`config.mk`:
```
export PLATFORM = sky130hd
export DESIGN_NAME = heater_enable_ctrl
export DESIGN_NICKNAME = d
export VERILOG_FILES = /design/src/rtl/heater_enable_ctrl.sv
export SDC_FILE = /design/constraint.sdc
export NUM_CORES = 1
export LEC_CHECK = 0
export CORE_AREA = 2 2 75 77
export DETAILED_ROUTE_END_ITERATION = 12
export DIE_AREA = 0 0 77 79
export PLACE_DENSITY_LB_ADDON = 0.12
export SLEW_MARGIN = 20
export SYNTH_ARGS = -nofsm -noshare
export SYNTH_HDL_FRONTEND = slang
export SYNTH_SLANG_ARGS = --single-unit
```
`constraint.sdc`:
```
create_clock -name clk -period 7.6 [get_ports clk]
set_input_delay 1.52 -clock clk [delete_from_list [all_inputs] [get_ports clk]]
set_output_delay 1.52 -clock clk [all_outputs]
set_load 0.02 [all_outputs]
```
`src/rtl/heater_enable_ctrl.sv`:
```
// heater_enable_ctrl: drives the 32-bit heater bank enable vector.
// Banks are switched in and out one at a time on a fixed step interval.
// This keeps supply current from jumping by more than one bank per step.
// A PWM gate with 2^PWM_BITS slots modulates the average heat.
// Optional watchdog: define HEATER_CTRL_WATCHDOG_EN.
// When the watchdog trips, it drops every bank at once and raises a sticky fault.
module heater_enable_ctrl #(
    parameter int WIDTH       = 32,
    parameter int STEP_CYCLES = 1000,
    parameter int PWM_BITS    = 4,
    parameter int WDOG_CYCLES = 1000000
) (
    input  logic                clk,
    input  logic                rst,
    input  logic                start,
    input  logic                stop,
    input  logic [5:0]          target_banks,
    input  logic [PWM_BITS-1:0] duty,
    output logic [WIDTH-1:0]    enable,
    output logic [5:0]          active_count,
    output logic                busy,
    output logic                fault
);

    localparam int               TMR_W      = (STEP_CYCLES > 1) ? $clog2(STEP_CYCLES) : 1;
    localparam logic [TMR_W-1:0] TMR_RELOAD = TMR_W'(STEP_CYCLES - 1);
    localparam logic [5:0]       MAX_BANKS  = 6'(WIDTH);

    typedef enum logic [1:0] {
        IDLE      = 2'd0,
        RAMP_UP   = 2'd1,
        HOLD      = 2'd2,
        RAMP_DOWN = 2'd3
    } state_t;

    state_t              state_q, state_d;
    logic [5:0]          active_q, active_d;
    logic [TMR_W-1:0]    timer_q, timer_d;
    logic [PWM_BITS-1:0] pwm_cnt_q, pwm_cnt_d;
    logic                stopping_q, stopping_d;
    logic [WIDTH-1:0]    enable_q, enable_d;
    logic                fault_q, fault_d;

    logic [5:0]          tgt_clamped;
    logic [5:0]          goal;
    logic [5:0]          step_val;
    state_t              step_state;
    logic                start_acc;
    logic                stop_now;
    logic                do_step;
    logic                wdog_trip;
    logic                pwm_on;
    logic [WIDTH-1:0]    therm;

    // Work out where the ramp is heading and what a single step toward that goal produces.
    always_comb begin
        tgt_clamped = (target_banks > MAX_BANKS) ? MAX_BANKS : target_banks;
        // Accept start only without stop and only when it can do something.
        // In IDLE it needs a non-zero target; otherwise no stop may be pending.
        start_acc   = start && !stop &&
                      ((state_q == IDLE) ? (tgt_clamped != 6'd0) : !stopping_q);
        // Apply a fresh stop in the same cycle, so ramp-down from HOLD starts immediately.
        stop_now    = stopping_q || (stop && (state_q != IDLE));
        goal        = stop_now ? 6'd0 : tgt_clamped;

        if (goal > active_q) begin
            step_val = active_q + 6'd1;
        end else if (goal < active_q) begin
            step_val = active_q - 6'd1;
        end else begin
            step_val = active_q;
        end

        if (step_val == goal) begin
            step_state = (step_val == 6'd0) ? IDLE : HOLD;
        end else begin
            step_state = (goal > active_q) ? RAMP_UP : RAMP_DOWN;
        end
    end

    // Next-state logic: choose when to step, and update the step timer and stop latch.
    always_comb begin
        state_d    = state_q;
        active_d   = active_q;
        timer_d    = timer_q;
        stopping_d = stopping_q || (stop && (state_q != IDLE));
        do_step    = 1'b0;

        case (state_q)
            IDLE:              do_step = start_acc;
            HOLD:              do_step = (goal != active_q);
            RAMP_UP, RAMP_DOWN: do_step = (timer_q == '0);
            default:           do_step = 1'b0;
        endcase

        if (do_step) begin
            state_d  = step_state;
            active_d = step_val;
            timer_d  = TMR_RELOAD;
        end else if (timer_q != '0) begin
            timer_d = timer_q - 1'b1;
        end

        // On a watchdog trip, drop all banks at once with no ramp-down.
        if (wdog_trip) begin
            state_d  = IDLE;
            active_d = 6'd0;
            timer_d  = TMR_RELOAD;
        end

        if (state_d == IDLE) begin
            stopping_d = 1'b0;
        end
    end

    // Build the thermometer mask from the count that will be visible next cycle.
    for (genvar gi = 0; gi < WIDTH; gi++) begin : g_therm
        assign therm[gi] = (32'(active_d) > 32'(gi));
    end

    // Advance the PWM counter and gate the next-cycle enable vector with it.
    always_comb begin
        pwm_cnt_d = pwm_cnt_q + 1'b1;
        pwm_on    = (duty == '0) || (pwm_cnt_d < duty);
        enable_d  = pwm_on ? therm : '0;
    end

`ifdef HEATER_CTRL_WATCHDOG_EN
    localparam int WD_W = $clog2(WDOG_CYCLES + 1);

    logic [WD_W-1:0] wdog_q, wdog_d;

    // Count the cycles with banks on; each accepted start re-arms the count.
    always_comb begin
        wdog_d    = wdog_q;
        wdog_trip = 1'b0;
        fault_d   = fault_q;
        if (start_acc) begin
            wdog_d  = '0;
            fault_d = 1'b0;
        end else if (active_q != 6'd0) begin
            if (wdog_q == WD_W'(WDOG_CYCLES - 1)) begin
                wdog_trip = 1'b1;
                wdog_d    = '0;
                fault_d   = 1'b1;
            end else begin
                wdog_d = wdog_q + 1'b1;
            end
        end
    end

    // Watchdog counter register.
    always_ff @(posedge clk) begin
        if (rst) begin
            wdog_q <= '0;
        end else begin
            wdog_q <= wdog_d;
        end
    end
`else
    // Without the watchdog, this path never trips or faults.
    always_comb begin
        wdog_trip = 1'b0;
        fault_d   = 1'b0;
    end

    // An out-of-range watchdog limit has no meaning in this build.
    if (WDOG_CYCLES < 1) begin : g_wdog_limit_unused
    end
`endif

    // State and output registers; reset overrides everything, including a ramp in progress.
    always_ff @(posedge clk) begin
        if (rst) begin
            state_q    <= IDLE;
            active_q   <= 6'd0;
            timer_q    <= '0;
            pwm_cnt_q  <= '0;
            stopping_q <= 1'b0;
            enable_q   <= '0;
            fault_q    <= 1'b0;
        end else begin
            state_q    <= state_d;
            active_q   <= active_d;
            timer_q    <= timer_d;
            pwm_cnt_q  <= pwm_cnt_d;
            stopping_q <= stopping_d;
            enable_q   <= enable_d;
            fault_q    <= fault_d;
        end
    end

    assign enable       = enable_q;
    assign active_count = active_q;
    assign busy         = (state_q != IDLE);
    assign fault        = fault_q;

endmodule

```
== Yosys cells after proc, flatten, opt, wreduce, memory -nomap -nowiden ==
Cells that the tools add are included.
Storage, ports and cells
  flip-flop bits (word level): 55
  latch bits: 0
  bits in writable memories: 0
  memory bits (read-only): 0
  word-level logic and storage cells: 86
  memories kept: 0
Operators by class
  $add $sub $neg: 4
  $mul: 0
  divide/modulo/power cells: 0
  order comparisons: 36
  eq/ne operators: 5
  shift operators: 0
  multiplexer cells: 13
  bitwise operators: 1
  reductions and logical operators: 20
Operators by type and width (count)
  > comparator 6 x 5 -> 1 bit (second input constant): 16
  > comparator 6 x 4 -> 1 bit (second input constant): 8
  2-to-1 mux 6 bit: 5
  > comparator 6 x 3 -> 1 bit (second input constant): 4
  2-to-1 mux 10 bit: 2
  > comparator 6 x 1 -> 1 bit (second input constant): 2
  > comparator 6 x 2 -> 1 bit (second input constant): 2
  zero test 10 bit: 1
  nonzero test 10 bit: 1
  subtractor 10 x 1 -> 10 bit (second input constant): 1
  2-to-1 mux 2 bit: 4
  OR reduction 2 bit: 4
  adder 6 x 1 -> 6 bit (second input constant): 1
  equality test 6 bit: 1
  > comparator 6 bit: 1
  > comparator 6 bit (second input constant): 1
  zero test 6 bit: 1
  < comparator 6 bit: 1
  inequality test 6 bit: 1
  nonzero test 6 bit: 1
  subtractor 6 x 1 -> 6 bit (second input constant): 1
  adder 4 x 1 -> 4 bit (second input constant): 1
  equality test 2 bit (second input constant): 2
  zero test 2 bit: 2
  10 further kinds: 15

== Longest topological paths before layout ==
Gate-level depths: netlist of run 1.
  depth after elaboration: 13
  mapped depth: 14
  mapped depth without buffers: 13

== Worst setup path before layout of run 1 ==
No wires, ideal clock.
  kind: input to register
  start point: input port stop
  end point: register enable_q[0] (netlist: enable[0])
  arrival: 4261 ps
  required time: 7464 ps
  slack: 3203 ps
  stages: 14
  path buffers: 1
  path through: o21a_1 > or4b_1 > inv_1 > ha_1 > nor2b_1 > o21bai_1 > a21oi_1 > a22oi_2 > a21oi_1 > o22a_1 > o21ai_2 > and2_1 > buf_2 > a31oi_1
On the way
  longest elaborated chain between the ends: 8
  elaborated cells on any way between the ends: 14
Ends and longest elaborated chain
  start, declared: line 16  | input logic stop,
  logical AND 1 bit: line 63  | stop_now = stopping_q || (stop && (state_q != IDLE));
  logical OR 1 bit: line 63
  2-to-1 mux 6 bit: line 64  | goal = stop_now ? 6'd0 : tgt_clamped;
  < comparator 6 bit: line 68  | end else if (goal < active_q) begin
  2-to-1 mux 6 bit: line 68
  2-to-1 mux 6 bit: line 66  | if (goal > active_q) begin
  2-to-1 mux 6 bit (*): line 96  | if (do_step) begin
  > comparator 6 x 1 -> 1 bit (*): line 118  | assign therm[gi] = (32'(active_d) > 32'(gi));
  end signal, assigned: line 188  | enable_q <= enable_d;
  end, declared: line 41  | logic [WIDTH-1:0] enable_q, enable_d;
Every way passes the cells marked *; elsewhere a longest branch is shown, timed or not.
A chain may end at the register's enable or synchronous reset.

== Final worst setup path of run 1 ==
  start point: input port target_banks[5]
  end point: register enable_q[30] (netlist: enable[30])
On the way
  longest elaborated chain between the ends: 8
  elaborated cells on any way between the ends: 14
Ends and longest elaborated chain
  start, declared: line 17  | input logic [5:0] target_banks,
  > comparator 6 bit: line 57  | tgt_clamped = (target_banks > MAX_BANKS) ? MAX_BANKS : target_banks;
  2-to-1 mux 6 bit (*): line 57
  2-to-1 mux 6 bit or nonzero test 6 bit (tied branches): line 64, 61
  < comparator 6 bit or 2-to-1 mux 1 bit (tied branches): line 68, 61
  2-to-1 mux 6 bit or logical AND 1 bit (tied branches): line 68, 60
  2-to-1 mux 6 bit or case mux 1 bit (3 select lines) (tied branches): line 66, 89
  2-to-1 mux 6 bit (*): line 96
  > comparator 6 x 5 -> 1 bit (*): line 118
Marks and branches as above.

==> metrics.md, run 1 <==
| Metric | Value |
|---|---|
| Final hold viol count | 0 |
| Synthesized area | 2850 µm² |
| Hpwl dp | 4810 µm |
| GPL Wtd Cong | 0.863 |
| Total grt overflow | 0 |
| Main synth FF type | dfxtp_1 |
| Critical Path Source Type | input pin |
| Ys async rst share | 0 |
| Max-slew violations | 0 |
| Reg2Reg Launch Point | state_q[1] |
| DR vias | 2452 |
| Max-cap violations | 0 |
| Final WL | 6480 µm |
| Share of layout cells above drive strength 1 | 0.0637 |
| Critical Setup Path Class | input pin to flip-flop |
| HP Class | flip-flop to flip-flop |
| Fmax | 189 MHz |
| Seq/Total Area, Yosys | 0.387 |
| Hold_ws | 0.477 ns |
| Vias in the first global route | 2368 |
| DRT Pass-1 Iters | 4 |
| CP arrival | 5.54 ns |
| Cell variety after synth | 60 |
| Largest net degree at the start of global routing | 27 |
| Antenna-violating nets left | 0 |
| Final #Nets | 403 |
| Area Growth Syn to Fin | 23.5% |
| CTS clock-pin slew for the worst setup and hold paths | 0.10 ns |
| Initial antenna violation count | 0 |
| Routed vias/inst | 5.46 |
| Post-DR wirelength/cell | 14.4 µm |
| # diodes | 0 |
| Final Power | 1700 µW |
| Reg-to-reg slack, setup | 3.48 ns |
| Pwr dens | 482 nW/µm² |
| Part of the cycle the worst path needs | 0.698 |
| VDD IR max | 277 µV |
| Footprint of the multi-input gates | 1610 µm² |
| Root buf cell | clkbuf_8 |
| CTS HTree Levels | 2 |
| Setup Fix Bufs, Post-CTS | 0 |
| Global-route wire length before repair | 11000 µm |
| Gr usage total | 0.219 |
| Post_cts resized | 0 |
| Core Area | 5340 µm² |
| Clock sinks | 55 |
| Starting Density | 0.534 |
| Post-Syn Area per Cell | 8.66 µm² |
| Starting DRT DRC Count | 132 |
| Worst-path maximum fanout | 20 |
| Crit path time final | 5.30 ns |
| Flop and latch count out of synthesis | 55 |
| Leakage Power | 0.00137 µW |
| Unrepaired setup endpoints after global routing | false |
| FILL cells | 475 |
| CTS buffer count | 5 |
| Slew HR | 0.337 |
| Syn nets | 356 |
| Longest Clk Path Bufs | 2 |
| Placed inst area | 3400 µm² |
| CP Data Required Time | 7.84 ns |
| Worst setup startpoint | target_banks[5] |
| Outcome | finished, final reports clean |
| Reg area | 1100 µm² |
| Final setup vio count | 0 |
| Worst setup EP type | flip-flop |
| Hold Path Origin | pwm_cnt_q[0] |
| Hold_buf cts | 0 |
| Post-synth EDFFs | 0 |
| Worst Tran Pin Value | 0.987 ns |
| DRC violations left | 0 |
| Mapped Cells | 329 |
| Die ar. | 6080 µm² |
| Final Skew | 0.00813 ns |
| I/O pin cnt | 54 |
| Worst-Skew Late Latency | 0.30 ns |
| I/O Buffers | 52 |
| Die Height | 79 µm |
| Fin area | 3520 µm² |
| Yosys warnings | 0 |
| CTS tree | built |
| Setup TNS | 0 ns |
| Row cnt | 27 |
| Die Wd | 77 µm |
## area by class of cell
cell class / instances / area share
Clock buffer: 5 / 0.0196
Multi-Input combinational cell: 241 / 0.457
Timing Repair Buffer: 53 / 0.150
Clock inverter: 3 / 0.0135
Tap cell: 72 / 0.0256
Inverter: 20 / 0.0213
Sequential cell: 55 / 0.313
## placed cells by master, fill, tap and decap left out, types with 8 or more instances in the layout
cell,instances
ha_1,13
nand2_1,23
nor2_1,28
a21oi_1,32
a31oi_1,8
inv_1,20
clkdlybuf4s50_1,52
o21ai_0,12
dfxtp_1,55
xnor2_1,18
## flip-flops by register name, indices dropped and copies added, names as in the netlist
signal / cells
stopping_q: 1
enable: 32
timer_q: 10
active_count: 6
state_q: 2
pwm_cnt_q: 4
## path summary, 6_finish.rpt
path / endpoint / cells past startpoint
worst max-delay path: enable[30] / 13
worst min register to register: pwm_cnt_q[0] / 1
worst max register to register: enable[30] / 13
worst min-delay path: pwm_cnt_q[0] / 1
## metal layers
layer,vias to the layer above,track usage,part of all wire
met3,5,0.0432,0.034
li1,1257,-,-
met5,-,0,0
met4,0,0.0482,0.0071
met2,53,0.378,0.48
met1,1137,0.286,0.47
## kinds of logic (layout without fill, tap and decap cells)
group | after synthesis | after routing | synth area share
other cells | 1 | 1 | 0.00132
buf+inv | 33 | 81 | 0.0488
mux | 3 | 3 | 0.0114
compound gates | 85 | 85 | 0.199
xor+xnor | 24 | 24 | 0.0835
fa+ha+maj | 13 | 13 | 0.0571
simple gates | 115 | 115 | 0.212
flops | 55 | 55 | 0.387
## critical path: stages
cell and delay (ns):
clkdlybuf4s50_1 0.48, nor3_1 0.44, and2_1 0.25, ha_1 0.25
nand4_1 0.20, o21ai_0 0.16, a31o_1 0.47, o21bai_2 0.31
xnor2_1 0.78, or2_1 0.24, nor2_1 0.07, and3_1 0.18
a211oi_2 0.17
## cell usage after synthesis (all sizes together) (2+ instances only)
cell | instances | area, µm²
inv | 20 | 75.1
a31oi | 8 | 50.1
or2 | 7 | 43.8
clkbuf | 8 | 30.0
nor3 | 7 | 35.0
mux2 | 2 | 22.5
o21a | 2 | 15.0
o21ai | 13 | 68.8
ha | 13 | 163
and3 | 7 | 43.8
nand2 | 23 | 86.3
xnor2 | 18 | 158
xnor3 | 2 | 45.0
nor4 | 4 | 31.3
a211oi | 4 | 35.0
buf | 5 | 33.8
o31ai | 3 | 36.3
nor2b | 7 | 43.8
nand2b | 6 | 37.5
nor3b | 2 | 15.0
nand3 | 6 | 30.0
nand4 | 2 | 12.5
and2 | 6 | 37.5
or4 | 3 | 26.3
or3 | 3 | 18.8
nor2 | 28 | 105
xor2 | 4 | 35.0
a21oi | 33 | 169
dfxtp | 55 | 1100
a21o | 2 | 15.0
and4 | 2 | 17.5
o21bai | 6 | 48.8
## stage by stage
stage          worst slack [ns]  utilization  cells
3_3_place_gp               2.24        0.637    441
2_1_floorplan              3.20            -    329
5_1_grt                    1.91        0.659    449
6_report                   2.30        0.659    449
4_1_cts                    2.37        0.659    449
3_5_place_dp               2.03        0.637    441
## power by group
part | total, µW | leakage (µW) | switching [µW] | internal [µW]
logic | 1040 | 0.000855 | 608 | 432
registers | 462 | 0.000452 | 71.0 | 391
clock network | 195 | 0.0000587 | 95.1 | 99.9
Note: power is estimated with default switching activity, not from simulation.
==> inputs of run 2 (changes only) <==
CORE_AREA = 2 2 81 83   (was 2 2 75 77)
DIE_AREA = 0 0 83 85   (was 0 0 77 79)
clock period = 4.83 ns   (was 7.6 ns; I/O delays follow)
==> metrics.md, run 2 (synthesized netlist as in run 1, its figures left out) <==
| Metric | Value |
|---|---|
| Worst Tran Pin Value | 0.690 ns (-0.297 ns) |
| Worst setup path end | state_q[1] |
| Unrepaired setup endpoints after global routing | false |
| Slew HR | 0.533 (+0.196) |
| Die Height | 85 µm (+7.6%) |
| Crit Reg-Reg Endpoint | state_q[1] |
| Critical Path Source Type | input pin |
| Leakage Power | 0.00141 µW (+3.2%) |
| Crit-path max cell delay | 0.48 ns (-0.30 ns) |
| DRT Pass-1 Iters | 4 (unchanged) |
| Routed vias/inst | 5.32 (-2.6%) |
| Reg2Reg Launch Point | state_q[1] |
| Post-DR wirelength/cell | 13.9 µm (-3.8%) |
| Final WL | 6430 µm (-0.79%) |
| Root buf cell | clkbuf_8 |
| Part of the cycle the worst path needs | 0.890 |
| Pwr dens | 764 nW/µm² (+58%) |
| Fin cells | 463 (+3.1%) |
| CTS buffer count | 5 (unchanged) |
| Flop pwr share | 0.265 (-0.007) |
| VDD IR max | 412 µV (+49%) |
| Clock sinks | 55 (unchanged) |
| Setup Fix Bufs, Post-CTS | 0 (unchanged) |
| Hold_buf cts | 0 (unchanged) |
| Max-cap violations | 0 (unchanged) |
| Post_cts resized | 0 (unchanged) |
| Critical Setup Path Class | input pin to flip-flop |
| I/O Buffers | 52 (unchanged) |
| Hpwl dp | 4850 µm (+0.85%) |
| CP Data Required Time | 5.03 ns (-2.81 ns) |
| DRC violations left | 0 (unchanged) |
| Logic pwr share | 0.621 (+0.008) |
| Total grt overflow | 0 (unchanged) |
| Sw Share | 0.442 (-0.0136) |
| Starting DRT DRC Count | 97 (-27%) |
| CTS tree | built |
| Initial antenna violation count | 0 (unchanged) |
| Hold Path Stages | 1 (unchanged) |
| Die Wd | 83 µm (+7.8%) |
| Commonest cells after routing, fill and taps aside | dfxtp_1 (55), clkdlybuf4s50_1 (52), a21oi_1 (32) |
| R2R cell count | 13 (unchanged) |
| Vias in the first global route | 2321 (-2.0%) |
| GPL Wtd Cong | 0.880 (+2.0%) |
| Max FFs per register | 32 (unchanged) |
| Antenna-violating nets left | 0 (unchanged) |
| Util after Layout | 0.579 (-0.0800) |
| Slowest CP cell | clkdlybuf4s50_1 |
| Worst setup startpoint | target_banks[5] |
| CTS clock-pin slew for the worst setup and hold paths | 0.10 ns (about the same) |
| Worst-Skew Late Latency | 0.31 ns (about the same) |
| Largest net degree at the start of global routing | 27 (unchanged) |
| Final hold viol count | 0 (unchanged) |
| Sw Pwr | 1210 µW (+57%) |
| Max-slew violations | 0 (unchanged) |
| Longest Clk Path Bufs | 2 (unchanged) |
| # diodes | 0 (unchanged) |
| Die ar. | 7060 µm² (+16%) |
| Global-route wire length before repair | 10800 µm (-1.4%) |
| CTS HTree Levels | 2 (unchanged) |
| Starting Density | 0.459 (-0.0746) |
| Reg-to-reg slack, setup | 1.16 ns (-2.32 ns) |
| Crit path time final | 4.30 ns |
| HP Class | flip-flop to flip-flop |
| Final #Nets | 412 (+2.2%) |
| Outcome | finished, final reports clean |
| CP arrival | 4.50 ns (-1.04 ns) |
| Core Area | 6200 µm² (+16%) |
| Row cnt | 29 (+7.4%) |
| Pint | 1530 µW (+66%) |
| Final setup vio count | 0 (unchanged) |
| Setup TNS | 0 ns (unchanged) |
| Most common cell after layout, fill and taps aside | dfxtp_1 |
| Fmax | 233 MHz |
| Critical path cell sequence | clkdlybuf4s50_1 -> nor3_1 -> and2_1 -> ha_1 -> nand4_1 -> o21bai_1 -> and4_1 -> a22oi_2 -> xnor3_1 -> a211oi_1 -> o31a_1 -> nor4_1 -> a221o_1 |
| Clk pwr share | 0.114 (about the same) |
| Worst-path maximum fanout | 7 (-65%) |
| Gr usage total | 0.184 (-0.0356) |
| DR vias | 2463 (+0.45%) |
| Area Growth Syn to Fin | 26.2% |
| FILL cells | 569 (+20%) |
| I/O pin cnt | 54 (unchanged) |
| Dpl cells | 455 (+3.2%) |
| Share of layout cells above drive strength 1 | 0.0855 (+0.0218) |
| Final Skew | 0.0118 ns (+0.00372 ns) |
| Worst setup EP type | flip-flop |
[run 2: changes by cell type in the layout (fill, tap and decap cells not counted)]
cell	previous run	this run
clkinv_2	0	1
inv_6	1	0
clkbuf_8	5	6
buf_4	1	10
clkinv_4	1	0
[run 2: metal layers]
layer	wire length, µm	share of wire	global-route usage
met5	0	0	0
met4	65	0.010	0.0462
met3	262	0.041	0.0370
met2	3010	0.47	0.306
met1	3090	0.48	0.246
[run 2: worst max-delay path: cells and delay by family]
family          cells  cell delay [ns]
xor+xnor            1             0.28
buf+inv             1             0.48
simple gates        5             1.29
compound gates      5             1.32
fa+ha+maj           1             0.16
[run 2: through the flow]
stage / area (µm²) / total power [µW] / setup slack (ns) / hold WS [ns]
floorplan: 2850 / 1890 / 0.987 / 0.427
global placement: 3480 / 2430 / 0.252 / 0.445
detailed placement: 3480 / 2430 / 0.230 / 0.465
CTS: 3590 / 2750 / 0.570 / 0.485
global route: 3590 / 2960 / 0.208 / 0.517
finish: 3590 / 2750 / 0.529 / 0.470
[run 2: area by class of cell]
cell class	count	area [µm²]	share of cell area
Inverter	20	75.1	0.0209
Sequential cell	55	1100	0.306
Multi-Input combinational cell	241	1610	0.447
Clock buffer	6	82.6	0.0230
Timing Repair Buffer	62	596	0.166
Clock inverter	2	35.0	0.00975
Tap cell	77	96.3	0.0268
[run 2: how the worst min path moves through the flow]
stage	startpoint	endpoint
final	pwm_cnt_q[0]	pwm_cnt_q[0]
after global routing	pwm_cnt_q[0]	pwm_cnt_q[0]
after CTS	pwm_cnt_q[0]	pwm_cnt_q[0]
after detailed placement	pwm_cnt_q[0]	pwm_cnt_q[0]
after global placement	pwm_cnt_q[0]	pwm_cnt_q[0]
after floorplan	pwm_cnt_q[0]	pwm_cnt_q[0]
[run 2: power groups by stage]
stage,clock network [µW],registers (µW),logic [µW]
2_1_floorplan,0,842,1050
5_1_grt,335,748,1880
4_1_cts,319,728,1710
6_report,313,726,1710
3_3_place_gp,0,735,1700
3_5_place_dp,0,737,1700
==> edit (config.mk and constraints of run 2) <==
Re-encode `state_t` (4 states) as one-hot, 4 bits wide.
--- a/src/rtl/heater_enable_ctrl.sv
+++ b/src/rtl/heater_enable_ctrl.sv
@@ -26,11 +26,11 @@
     localparam logic [TMR_W-1:0] TMR_RELOAD = TMR_W'(STEP_CYCLES - 1);
     localparam logic [5:0]       MAX_BANKS  = 6'(WIDTH);
 
-    typedef enum logic [1:0] {
-        IDLE      = 2'd0,
-        RAMP_UP   = 2'd1,
-        HOLD      = 2'd2,
-        RAMP_DOWN = 2'd3
+    typedef enum logic [3:0] {
+        IDLE      = 4'b0001,
+        RAMP_UP   = 4'b0010,
+        HOLD      = 4'b0100,
+        RAMP_DOWN = 4'b1000
     } state_t;
 
     state_t              state_q, state_d;
Behaviour: no difference found for any inputs over 10 cycles, from zero or initial values and one cycle with rst high; not proved beyond that.
==> edit against run 2 <==
- setup slack improved by 29 ps
- cell count rose by 1.3%
- routed wire length rose by 3.0%
- core utilization rose by 3.3 points
- sequential cell count rose by 2
- design area rose by 5.8%
- highest routed layer unchanged
- sequential power fell by 8.1%
- largest power group unchanged
- total power fell by 18%
- combinational power fell by 35%
- synthesized area rose by 5.6%
- synthesized cell count rose by 0.91%
- clock power rose by 55%
- critical path type unchanged
- non-clock buffer count fell by 4
- critical path depth fell by 1
==> edit: results (changes against run 2) <==
Parameter                              Value

Clock tree
  Max clock buf depth ... 2 (unchanged)
  Clk Latency, worst-skew pair ... 330 ps (+20 ps)
  Number of instances resized during post-cts repair ... 0 (unchanged)
  Clock Pin Slew Worst Setup and Hold Paths ... 70 ps (-30 ps)
  Total clock buffers created by CTS ... 9 (+4)
  Hold-fix buffers, CTS ... 0 (unchanged)
  Deepest level of the CTS H-tree ... 3 (+1)
  Buffer type at the clock tree root ... clkbuf_8
  Buffers inserted during post-CTS setup optimization ... 0 (unchanged)

Routing
  Via Count ... 2546 (+3.4%)
  Length of the first detailed-routing pass in iterations ... 4 (unchanged)
  Iteration-0 DRC Markers ... 93 (-4.1%)
  WL/cell ... 14.12 um (+1.7%)
  Post-DRT Antenna Nets ... 0 (unchanged)

Logic synthesis
  Warnings, synthesis ... 0 (unchanged)
  Number of different library cells in the post-synthesis netlist ... 70 (+17%)
  Post-synth top cells ... 57 x dfxtp_1, 41 x a21oi_1, 22 x nor2_1
  Area contributors post-synth ... dfxtp_1 38%, a21oi_1 6.8%, xnor2_1 5.5%
  Mean area per synthesized cell ... 9.060 um2 (+4.7%)
  Post-synth ARST share ... 0% (unchanged)
  Syn nets ... 359 (+0.84%)
  Sequential fraction of the synthesis area ... 37.94% (-0.73 points)

Global routing
  Met3 Track Usage GR ... 4.961% (+1.3 points)
  First-pass GRT wire length ... 11580 um (+6.9%)
  Met2 demand-to-capacity share in global routing ... 33.87% (+3.3 points)
  Global-route total usage across every layer ... 20.12% (+1.7 points)
  Initial antenna violation count ... 0 (unchanged)
  Pin count of the biggest net entering global routing ... 30 (+11%)
  Met1 global-route usage ... 24.47% (-0.15 points)

Finish
  Number of flip-flops under the largest register name ... 32 (unchanged)
  Share of post-route cells with drive strength above 1 ... 10.97% (+2.4 points)
  Diodes inserted ... 0 (unchanged)
  Final standard cell count with taps included and fillers excluded ... 469 (+1.3%)
  Net count of the finished layout ... 414 (+0.49%)
  Number of fill cells in the layout ... 526 (-7.6%)

Job
  Max cap viols ... 0 (unchanged)

Pwr
  Switching Share ... 39.83% (-4.4 points)
  Worst ir drop on vdd ... 0.3714 mV (-9.8%)
  Static Leak ... 1.408 nW (about the same)

Worst hold path
  Number of cells on the worst hold path ... 1 (unchanged)
  Type of the tightest min-delay check ... reg2reg

Setup path
  Worst setup slack for register-to-register paths ... 700 ps (-460 ps)
  Depth of the worst register-to-register path ... 12 (-1)
  Worst-path fanout max ... 8 (+1)
  CP arrival ... 4460 ps (-40 ps)

STA
  Minimum hold slack ... 465.9 ps (-3.939 ps)
  Share of the cycle needed by the critical path after routing ... 88.46% (-0.59 points)
  Relative slew margins ... 56.76% (+3.4 points)
  Fin Clk Skew ... 7.119 ps (-4.726 ps)

Placement
  Post-Place Worst Slack ... 280.1 ps (+50.15 ps)
  Cell count after placement ... 453 (-0.44%)
  Port Buf Inserts ... 52 (unchanged)
  Routability Congestion ... 0.8864 (+0.70%)
  DP HPWL ... 4952 um (+2.1%)

Run status
  Status ... finished clean
==> edit: worst paths after layout <==
check	startpoint	end
setup / recovery	stop	stopping_q
setup reg to reg	state_q[3]	stopping_q
hold reg to reg	pwm_cnt_q[0]	pwm_cnt_q[0]
hold / removal	pwm_cnt_q[0]	pwm_cnt_q[0]
==> edit: final cells by class <==
class | instances | share of cell area (%)
Sequential cell | 57 | 30.02
Tap cell | 77 | 2.535
Timing Repair Buffer | 58 | 14.88
Clock buffer | 9 | 3.259
Multi-Input combinational cell | 245 | 45.23
Clock inverter | 7 | 2.502
Inverter | 16 | 1.580
==> edit: power by group through the flow <==
stage	sequential [mW]	clock, mW	combinational (mW)
floorplan	0.759	0	0.695
global placement	0.677	0	1.09
detailed placement	0.678	0	1.10
CTS	0.669	0.494	1.11
global route	0.683	0.520	1.23
finish	0.667	0.484	1.11
==> edit: logic make-up (layout without fill, tap and decap cells) <==
family	after synthesis	in the layout	share of synthesized area, %
xor gates and xnor gates	26	26	9.775
buffers and inverters	30	90	4.908
adders and majority gates	13	13	5.408
and+or+nand+nor	114	114	21.34
other	1	1	0.1247
AOI/OAI and AO/OA	91	91	20.51
DFF	57	57	37.94
==> edit: metal layers <==
metal,vias to the layer above,wire length [um]
li1,1288,-
met4,0,109
met5,-,0
met1,1185,3022
met2,62,3192
met3,11,296
==> edit: per-stage QoR <==
step / total power, mW / utilization (%) / area [um2]
CTS: 2.273 / 61.26 / 3801
finish: 2.261 / 61.26 / 3801
global route: 2.429 / 61.26 / 3801
floorplan: 1.455 / - / 3008
detailed placement: 1.782 / 57.73 / 3582
global placement: 1.767 / 57.73 / 3582
==> edit: worst max-delay path, stage by stage <==
cell and delay [ps]:
clkdlybuf4s50_1 480, a211oi_4 350, and2_1 230, ha_1 280, a21oi_1 210, o21ai_1 190, o31ai_1 490, xnor2_1 180
nor4bb_1 290, a21oi_1 130, a211oi_1 510, a311oi_1 160
